### src/rtl/mac_pkg.sv
// Shared constants, state encoding and instruction encodings for the
// MAC matrix sequencer.
package mac_pkg;

  localparam int DATA_SIZE = 8;
  localparam int MAC_WIDTH = 8;

  typedef enum logic [2:0] {
    IDLE   = 3'd0,
    LOAD_W = 3'd1,
    STREAM = 3'd2,
    DRAIN  = 3'd3,
    DONE   = 3'd4
  } state_t;

  localparam logic INSTR_LOAD_W  = 1'b1;
  localparam logic INSTR_COMPUTE = 1'b0;

endpackage

### src/rtl/mac_skew_buffer.sv
// Diagonal skew for the matrix west edge: lane i of the input vector is
// delayed by i+1 cycles so that each row of the array sees its operand
// one cycle after the row above it.
module mac_skew_buffer #(
  parameter int LANES  = 8,
  parameter int LANE_W = 16
) (
  input  logic                      clock,
  input  logic                      reset,
  input  logic [LANES*LANE_W-1:0]   din,
  output logic [LANES*LANE_W-1:0]   dout
);

  for (genvar i = 0; i < LANES; i++) begin : g_lane
    logic [LANE_W-1:0] dly_p [i+1];

    // Lane i shift register, i+1 stages deep; cleared on reset.
    always_ff @(posedge clock) begin
      if (!reset) begin
        for (int k = 0; k <= i; k++) dly_p[k] <= '0;
      end else begin
        dly_p[0] <= din[i*LANE_W +: LANE_W];
        for (int k = 1; k <= i; k++) dly_p[k] <= dly_p[k-1];
      end
    end

    assign dout[i*LANE_W +: LANE_W] = dly_p[i];
  end

endmodule

### src/rtl/mac_matrix_ctrl.sv
// Sequencer for the square systolic MAC matrix: loads the weight image one
// row per cycle, streams skewed activation vectors onto the west edge,
// drains the array and flags each result at the south edge.
// Optional build macro MAC_CTRL_DUAL_STREAM_EN adds a second activation
// stream (act2_data) skewed onto values_in2; otherwise values_in2 is 0.
module mac_matrix_ctrl #(
  parameter int DATA_SIZE = mac_pkg::DATA_SIZE,
  parameter int MAC_WIDTH = mac_pkg::MAC_WIDTH,
  parameter int CNT_W     = 16
) (
  input  logic                                     clock,
  input  logic                                     reset,
  input  logic                                     start,
  input  logic [CNT_W-1:0]                         num_vectors,
  output logic                                     busy,
  output logic                                     done,
  output logic                                     wbuf_rd_en,
  output logic [$clog2(MAC_WIDTH)-1:0]             wbuf_rd_addr,
  input  logic [MAC_WIDTH*DATA_SIZE-1:0]           wbuf_rd_data,
  output logic [MAC_WIDTH*MAC_WIDTH*DATA_SIZE-1:0] weights_data_out,
  output logic                                     weights_load,
  output logic                                     instr,
  input  logic                                     act_valid,
  output logic                                     act_ready,
  input  logic [2*MAC_WIDTH*DATA_SIZE-1:0]         act_data,
`ifdef MAC_CTRL_DUAL_STREAM_EN
  input  logic [2*MAC_WIDTH*DATA_SIZE-1:0]         act2_data,
`endif
  output logic [2*MAC_WIDTH*DATA_SIZE-1:0]         values_in1,
  output logic [2*MAC_WIDTH*DATA_SIZE-1:0]         values_in2,
  output logic                                     result_valid
);

  import mac_pkg::*;

  localparam int ADDR_W = $clog2(MAC_WIDTH);
  localparam int ROW_W  = MAC_WIDTH * DATA_SIZE;
  localparam int LANE_W = 2 * DATA_SIZE;
  localparam int VEC_W  = MAC_WIDTH * LANE_W;
  localparam int PH_W   = $clog2(2 * MAC_WIDTH) + 1;
  localparam int LAT    = 2 * MAC_WIDTH;

  state_t                     state;
  logic [PH_W-1:0]            phase;
  logic [CNT_W-1:0]           vec_cnt;
  logic                       accept;
  logic                       rd_en_p1;
  logic [ADDR_W-1:0]          rd_addr_p1;
  logic [MAC_WIDTH*ROW_W-1:0] weights_p2;
  logic [LAT-1:0]             vld_pipe;
  logic [VEC_W-1:0]           act_in;

  // Handshake and weight-read strobes decoded from the current state.
  always_comb begin
    accept       = (state == STREAM) && act_valid;
    wbuf_rd_en   = (state == LOAD_W) && (phase < PH_W'(MAC_WIDTH));
    wbuf_rd_addr = wbuf_rd_en ? phase[ADDR_W-1:0] : '0;
    weights_load = (state == LOAD_W) && (phase == PH_W'(MAC_WIDTH + 1));
    instr        = (state == LOAD_W) ? INSTR_LOAD_W : INSTR_COMPUTE;
    act_ready    = (state == STREAM);
    busy         = (state == LOAD_W) || (state == STREAM) || (state == DRAIN);
    done         = (state == DONE);
    act_in       = accept ? act_data : '0;
  end

  // Job sequencing: phase counts LOAD_W and DRAIN cycles, vec_cnt counts
  // the beats still owed; it never decrements below zero.
  always_ff @(posedge clock) begin
    if (!reset) begin
      state   <= IDLE;
      phase   <= '0;
      vec_cnt <= '0;
    end else begin
      case (state)
        IDLE: begin
          if (start) begin
            phase   <= '0;
            vec_cnt <= num_vectors;
            state   <= (num_vectors == '0) ? DONE : LOAD_W;
          end
        end
        LOAD_W: begin
          if (phase == PH_W'(MAC_WIDTH + 1)) begin
            phase <= '0;
            state <= STREAM;
          end else begin
            phase <= phase + 1'b1;
          end
        end
        STREAM: begin
          if (accept) begin
            if (vec_cnt != '0) vec_cnt <= vec_cnt - 1'b1;
            if (vec_cnt < CNT_W'(2)) begin
              phase <= '0;
              state <= DRAIN;
            end
          end
        end
        DRAIN: begin
          if (phase == PH_W'(LAT - 1)) state <= DONE;
          else                         phase <= phase + 1'b1;
        end
        DONE:    state <= IDLE;
        default: state <= IDLE;
      endcase
    end
  end

  // Weight capture one cycle after each read, plus the result-valid delay
  // line that tracks accepted beats through the skew and the array.
  always_ff @(posedge clock) begin
    if (!reset) begin
      rd_en_p1   <= 1'b0;
      rd_addr_p1 <= '0;
      weights_p2 <= '0;
      vld_pipe   <= '0;
    end else begin
      rd_en_p1   <= wbuf_rd_en;
      rd_addr_p1 <= wbuf_rd_addr;
      if (rd_en_p1) weights_p2[rd_addr_p1*ROW_W +: ROW_W] <= wbuf_rd_data;
      vld_pipe   <= {vld_pipe[LAT-2:0], accept};
    end
  end

  assign weights_data_out = weights_p2;
  assign result_valid     = vld_pipe[LAT-1];

  mac_skew_buffer #(.LANES(MAC_WIDTH), .LANE_W(LANE_W)) u_skew1 (
    .clock (clock),
    .reset (reset),
    .din   (act_in),
    .dout  (values_in1)
  );

`ifdef MAC_CTRL_DUAL_STREAM_EN
  logic [VEC_W-1:0] act2_in;

  // Second stream rides the same handshake as the first.
  always_comb begin
    act2_in = accept ? act2_data : '0;
  end

  mac_skew_buffer #(.LANES(MAC_WIDTH), .LANE_W(LANE_W)) u_skew2 (
    .clock (clock),
    .reset (reset),
    .din   (act2_in),
    .dout  (values_in2)
  );
`else
  assign values_in2 = '0;
`endif

endmodule

### config.mk
export PLATFORM = sky130hd
export DESIGN_NAME = mac_matrix_ctrl
export DESIGN_NICKNAME = d
export VERILOG_FILES = /design/src/rtl/mac_pkg.sv /design/src/rtl/mac_skew_buffer.sv /design/src/rtl/mac_matrix_ctrl.sv
export SDC_FILE = /design/constraint.sdc
export NUM_CORES = 2
export LEC_CHECK = 0
export CAP_MARGIN = 30
export CELL_PAD_IN_SITES_DETAIL_PLACEMENT = 1
export CELL_PAD_IN_SITES_GLOBAL_PLACEMENT = 1
export CORE_AREA = 3 3 385 387
export DETAILED_ROUTE_END_ITERATION = 10
export DIE_AREA = 0 0 388 390
export PLACE_DENSITY = 0.73
export SLEW_MARGIN = 20
export SYNTH_ARGS = -nofsm -noshare
export SYNTH_HDL_FRONTEND = slang
export SYNTH_HIERARCHICAL = 1
export SYNTH_SLANG_ARGS = --single-unit
### constraint.sdc
create_clock -name clock -period 2.9 [get_ports clock]
set_input_delay 0.29 -clock clock [delete_from_list [all_inputs] [get_ports clock]]
set_output_delay 0.29 -clock clock [all_outputs]
set_load 0.01 [all_outputs]
==> reports/summary.txt <==
Yosys cell types: 51
Clock root cell: clkbuf_16
Number of synthesized register bits: 1132
Endpoints failing setup: 0
Clock tree from TritonCTS: done
Worst Clk Skew: 73.5 ps
EDFF count, synth: 0
Ys Warns: 6
Hold crit path type: input pin to flop
Most used DFF post-synth: dfxtp_1
Startpoint Class: flop
RSZ-0062 raised after global routing: false
DRC Markers: 0
Worst slew pin tran: 942 ps
Max VDD drop: 0.000529 V
Avg Synthesized Cell Area: 9.30 sq um
Min-Delay Path Depth: 3
Top-count cell post-synth: dfxtp_1
Initial antenna violation count: 16
Period minus WS final: 2770 ps
Hold EP: u_skew1/g_lane[4].dly_p[0][13]$_SDFF_PN0_
Max-slew violation count: 0
GR Util met1: 21.5%
Die area: 151000 sq um
Period Utilization, post-route: 95.4%
Core ar.: 145000 sq um
Pin count of the biggest net entering global routing: 161
Static Leak: 19.2 nW
Worst Setup End Kind: flop
# H-tree levels: 3
Post-synth top area share: 58.3%
CTS Buf Count: 120
Cell Pwr Density: 632 nW/um^2
Net count reported at finish: 5018
Clk slew on worst S/H paths: 60 ps
Most used routing layer: met2
Reg2reg start: rd_addr_p1[0]$_SDFF_PN0_
GPL Wtd Cong: 0.824
First-pass GRT wire length: 206000 um
DP Wirelength: 98700 um
Area taken by multi-input logic gates: 13200 sq um
Max-cap violations: 0
Setup_tns: 0 ps
Ys async rst share: 0%
Leading cell types by total area after synthesis: dfxtp_1, and2_1, nand2_1
Fin area: 51900 sq um
Yosys top cell by area: dfxtp_1
Initial core utilization: 26.8%
# rows: 140
Hold_sp: act_data[77]
Post-synthesis sequential area ratio: 58.3%
Area post-placement: 47700 sq um
Top Ports: 990
Register-to-register setup slack: 130 ps
Slew HR: 37.2%
CTS sink cnt: 1132
Die X: 388 um
Top post-synthesis cells by count: dfxtp_1, nand2_1, and2_1, a21oi_1, nand3_1
Total wire length: 142000 um
Share of cells above drive strength 1: 6.23%
Routed WL per cell: 20.9 um
Register area: 22700 sq um
Total congestion overflow: 0
Kind of critical path: flop to flop
Initial DRC count: 1551
Hold WS: 253 ps
GRT met3 Usage: 4.95%
Post-route ant nets: 0
Fill cells: 16600
Port-buffer cells: 861
CP max FO: 64
Vias in the first global route: 31100
DR vias/cell: 4.51
Final Hold Vio Count: 0
R2r endpoint: weights_data_out[137]$_SDFFE_PN0P_
Critical Path AT: 3360 ps
Cell count after synthesis: 4178
Status: finished clean
Max Freq: 362 MHz
First-pass DRT Iterations: 5
Clk_lat worst skew: 750 ps
Longest Clk Path Bufs: 3
Area of the mapped netlist: 38900 sq um
R2R cell count: 8
WP data required: 3490 ps
Vias: 30700
Area growth syn-to-layout: 33.7%
Met2 Track Usage GR: 29.9%
Die height: 390 um
Tot GR Track Use: 17.9%
-- cell families (layout without fill, tap and decap cells) --
logic type / Yosys count / after routing / share of synthesized area (%)
compound gates: 580 / 580 / 7.79
fa+ha+maj: 7 / 7 / 0.225
buf+inv: 578 / 1167 / 9.36
flops: 1132 / 1132 / 58.3
other cells: 1 / 131 / 0.00965
simple gates: 1880 / 1880 / 24.3
-- worst max-delay path, cell delays in order (launching register included) --
cell     delay, ps
dfxtp_4        340
inv_1           60
ha_1           200
ha_2           470
nand2_1        190
or4_2          570
buf_4          350
nand2_1        210
a21oi_1         90
-- stage by stage --
step / utilization [%] / power (mW) / cells / setup WS [ps]
final: 35.8 / 32.8 / 6814 / 134
after global routing: 35.8 / 34.1 / 6812 / 4.73
after CTS: 35.8 / 33.3 / 6811 / 50.6
after detailed placement: 32.9 / 17.4 / 6592 / 204
after global placement: 32.9 / 17.4 / 6592 / 302
after floorplan: - / 16.9 / 4305 / 210
-- report_power, final --
part / leakage (nW) / total [mW] / switching [mW] / internal, mW
registers: 9.12 / 15.7 / 0.0479 / 15.6
logic: 8.01 / 1.38 / 0.896 / 0.488
clock network: 2.02 / 15.8 / 6.60 / 9.20
-- layer usage --
metal / routed length, um / part of all wire, % / vias up
li1: - / - / 14400
met1: 58400 / 41 / 15100
met2: 67600 / 47 / 924
met3: 9530 / 6.7 / 306
met4: 6920 / 4.9 / 0
met5: 0 / 0 / -
-- cells in the final DEF (no fill, tap or decap), types with 7 or more instances in the layout --
cell type,count
bufinv_16,8
clkinv_16,7
and2_1,596
clkbuf_16,120
nor2_1,28
nor4_1,9
nand2_1,775
conb_1,128
dfxtp_1,1130
buf_12,23
a21oi_1,533
nor3_1,8
inv_1,9
clkinv_2,16
nand3_1,275
clkbuf_8,32
clkbuf_1,23
o21ai_0,12
and3_1,134
clkdlybuf4s50_1,859
buf_4,54
nand3b_1,8
-- sequential cells by signal, summed over array words and instances, names as in the netlist --
name	cells
u_skew1/g_lane.dly_p	576
rd_en_p1	1
vld_pipe	16
weights_data_out	512
phase	5
state	3
rd_addr_p1	3
vec_cnt	16
-- what timing repair did --
action / in CTS / in global routing
setup buffers: 1 / 0
setup endpoints to repair: 6 / 3
hold buffers: 1 / 0
resized for setup: 8 / 0
endpoints found under the hold margin: 38 / 0
pin swaps: 1 / 1
-- cell type report --
class | instances | area share (%)
Antenna cell | 3 | 0.0145
Clock buffer | 175 | 6.79
Clock inverter | 42 | 1.20
Inverter | 11 | 0.0939
Multi-Input combinational cell | 2595 | 25.4
Sequential cell | 1132 | 43.6
Tap cell | 1917 | 4.62
Timing Repair Buffer | 939 | 18.3
-- worst max-delay path by stage --
stage                                         from                                 end  slack, ps
final                     rd_addr_p1[0]$_SDFF_PN0_  weights_data_out[137]$_SDFFE_PN0P_        130
after global routing         state[1]$_SDFFE_PN0P_                                busy          5
after CTS                    state[1]$_SDFFE_PN0P_                                busy         50
after detailed placement  rd_addr_p1[0]$_SDFF_PN0_  weights_data_out[137]$_SDFFE_PN0P_        200
after global placement    rd_addr_p1[0]$_SDFF_PN0_  weights_data_out[261]$_SDFFE_PN0P_        300
after floorplan           rd_addr_p1[0]$_SDFF_PN0_  weights_data_out[452]$_SDFFE_PN0P_        210
Note: power is estimated with default switching activity, not from simulation.
==> RTL change, RTL diff (same settings) <==
`CNT_W`: 16 -> 12.
--- a/src/rtl/mac_matrix_ctrl.sv
+++ b/src/rtl/mac_matrix_ctrl.sv
@@ -8,3 +8,3 @@
   parameter int MAC_WIDTH = mac_pkg::MAC_WIDTH,
-  parameter int CNT_W     = 16
+  parameter int CNT_W     = 12
 ) (
Ports: changed (resized num_vectors); port bits go from 990 to 986. No check against the original RTL was run, so the function may have changed too.
==> RTL change against the original RTL <==
Cell area shrank 0.35%. Wire length shrank 0.97%. Power grew 0.97%. Clock skew grew 0.0022 ns. Worst setup slack lost 0.0090 ns. Sequential cell count shrank 4. Critical path depth shrank 5. Non-clock buffer count shrank 13. Worst hold slack lost 0.032 ns. Sequential share of layout area is essentially flat. Register-to-register slack gained 0.13 ns. Synthesized area grew 0.41%. Final cell count shrank 0.69%. Critical endpoint is now act_ready. Largest power group unchanged.
==> RTL change: results (changes against the original RTL) <==
metric,value,unit,change
run status,finished clean,,
largest net degree at the start of global routing,207,,+29%
Least-Margin Pin Slew,1.218,ns,+0.2762 ns
DR top layer,met5,,
Setup WS pre-CTS,0.3510,ns,+0.1466 ns
routing usage on met3,4.347,%,-0.60 points
"Arr. time, crit path",2.48,ns,-0.88 ns
"setup slack, reg-to-reg",0.26,ns,+0.13 ns
Worst R2R Path Depth,9,,+1
Worst VDD drop,0.4312,mV,-18%
RR Endpoint,weights_data_out[95],,
Initial DRC Count,1912,,+23%
WL/cell,20.85,µm,-0.28%
port bufs,857,,-0.46%
crit path to,act_ready,,
placed cell area,47430,µm²,-0.65%
r2r startpoint,rd_addr_p1[1],,
Psw,7.549,mW,+0.12%
Hold Startpoint,act_valid,,
GRT Total Usage,17.70,%,-0.23 points
Fillers,16480,,-0.56%
crit-path max FO,29,,-55%
Commonest cells post-synth,"dfxtp_1 (1128), nand2_1 (764), and2_1 (600)",,
GPL Wtd Cong,0.8169,,-0.84%
placed instance count,6532,,-0.91%
"top cells by area, synth","dfxtp_1 (58%), and2_1 (9.6%), nand2_1 (7.3%)",,
vias in the first global route,30810,,-0.87%
syn_area_per_cell,9.425,µm²,+1.3%
sequential fraction of the synthesis area,57.87,%,-0.44 points
Yosys cell types,54,,+5.9%
Static Leak,19.09,nW,-0.32%
DPL Wire Length,95.73,mm,-3.0%
Setup crit start,state[2],,
Util after Layout,35.65,%,-0.13 points
post-synthesis mux area share,0.1283,%,+0.13 points
met1 global-route usage,20.71,%,-0.74 points
Fin Clk Skew,0.07571,ns,+0.002192 ns
WHS,0.2209,ns,-0.03178 ns
Final WS setup,0.1253,ns,-0.009025 ns
[RTL change: area by class of cell]
type | instances | area share (%)
clock buffer | 171 | 6.753
multi-input combinational | 2550 | 25.20
inverter | 13 | 0.1184
sequential | 1128 | 43.63
clock inverter | 54 | 1.467
timing repair buffer | 926 | 18.16
tap | 1917 | 4.634
antenna | 8 | 0.03867
[RTL change: critical path: stages (launching register included)]
cell,delay (ns)
dfxtp_1,0.38
or3b_4,0.57
inv_6,0.21
clkdlybuf4s50_1,0.57
[RTL change: power groups by stage]
stage | clock network (mW) | registers (mW) | logic (mW)
finish | 16.3 | 15.6 | 1.27
global route | 17.4 | 15.6 | 1.36
detailed placement | 0 | 15.9 | 1.26
floorplan | 0 | 15.9 | 0.787
CTS | 16.8 | 15.6 | 1.27
global placement | 0 | 15.9 | 1.25
[RTL change: repair_timing]
item | CTS | global route
gates resized for setup | 5 | 4
setup endpoints to repair | 6 | 4
hold buffers | 1 | 0
hold endpoints to repair | 39 | 0
pin swaps | 1 | 1
setup buffers | 0 | 1
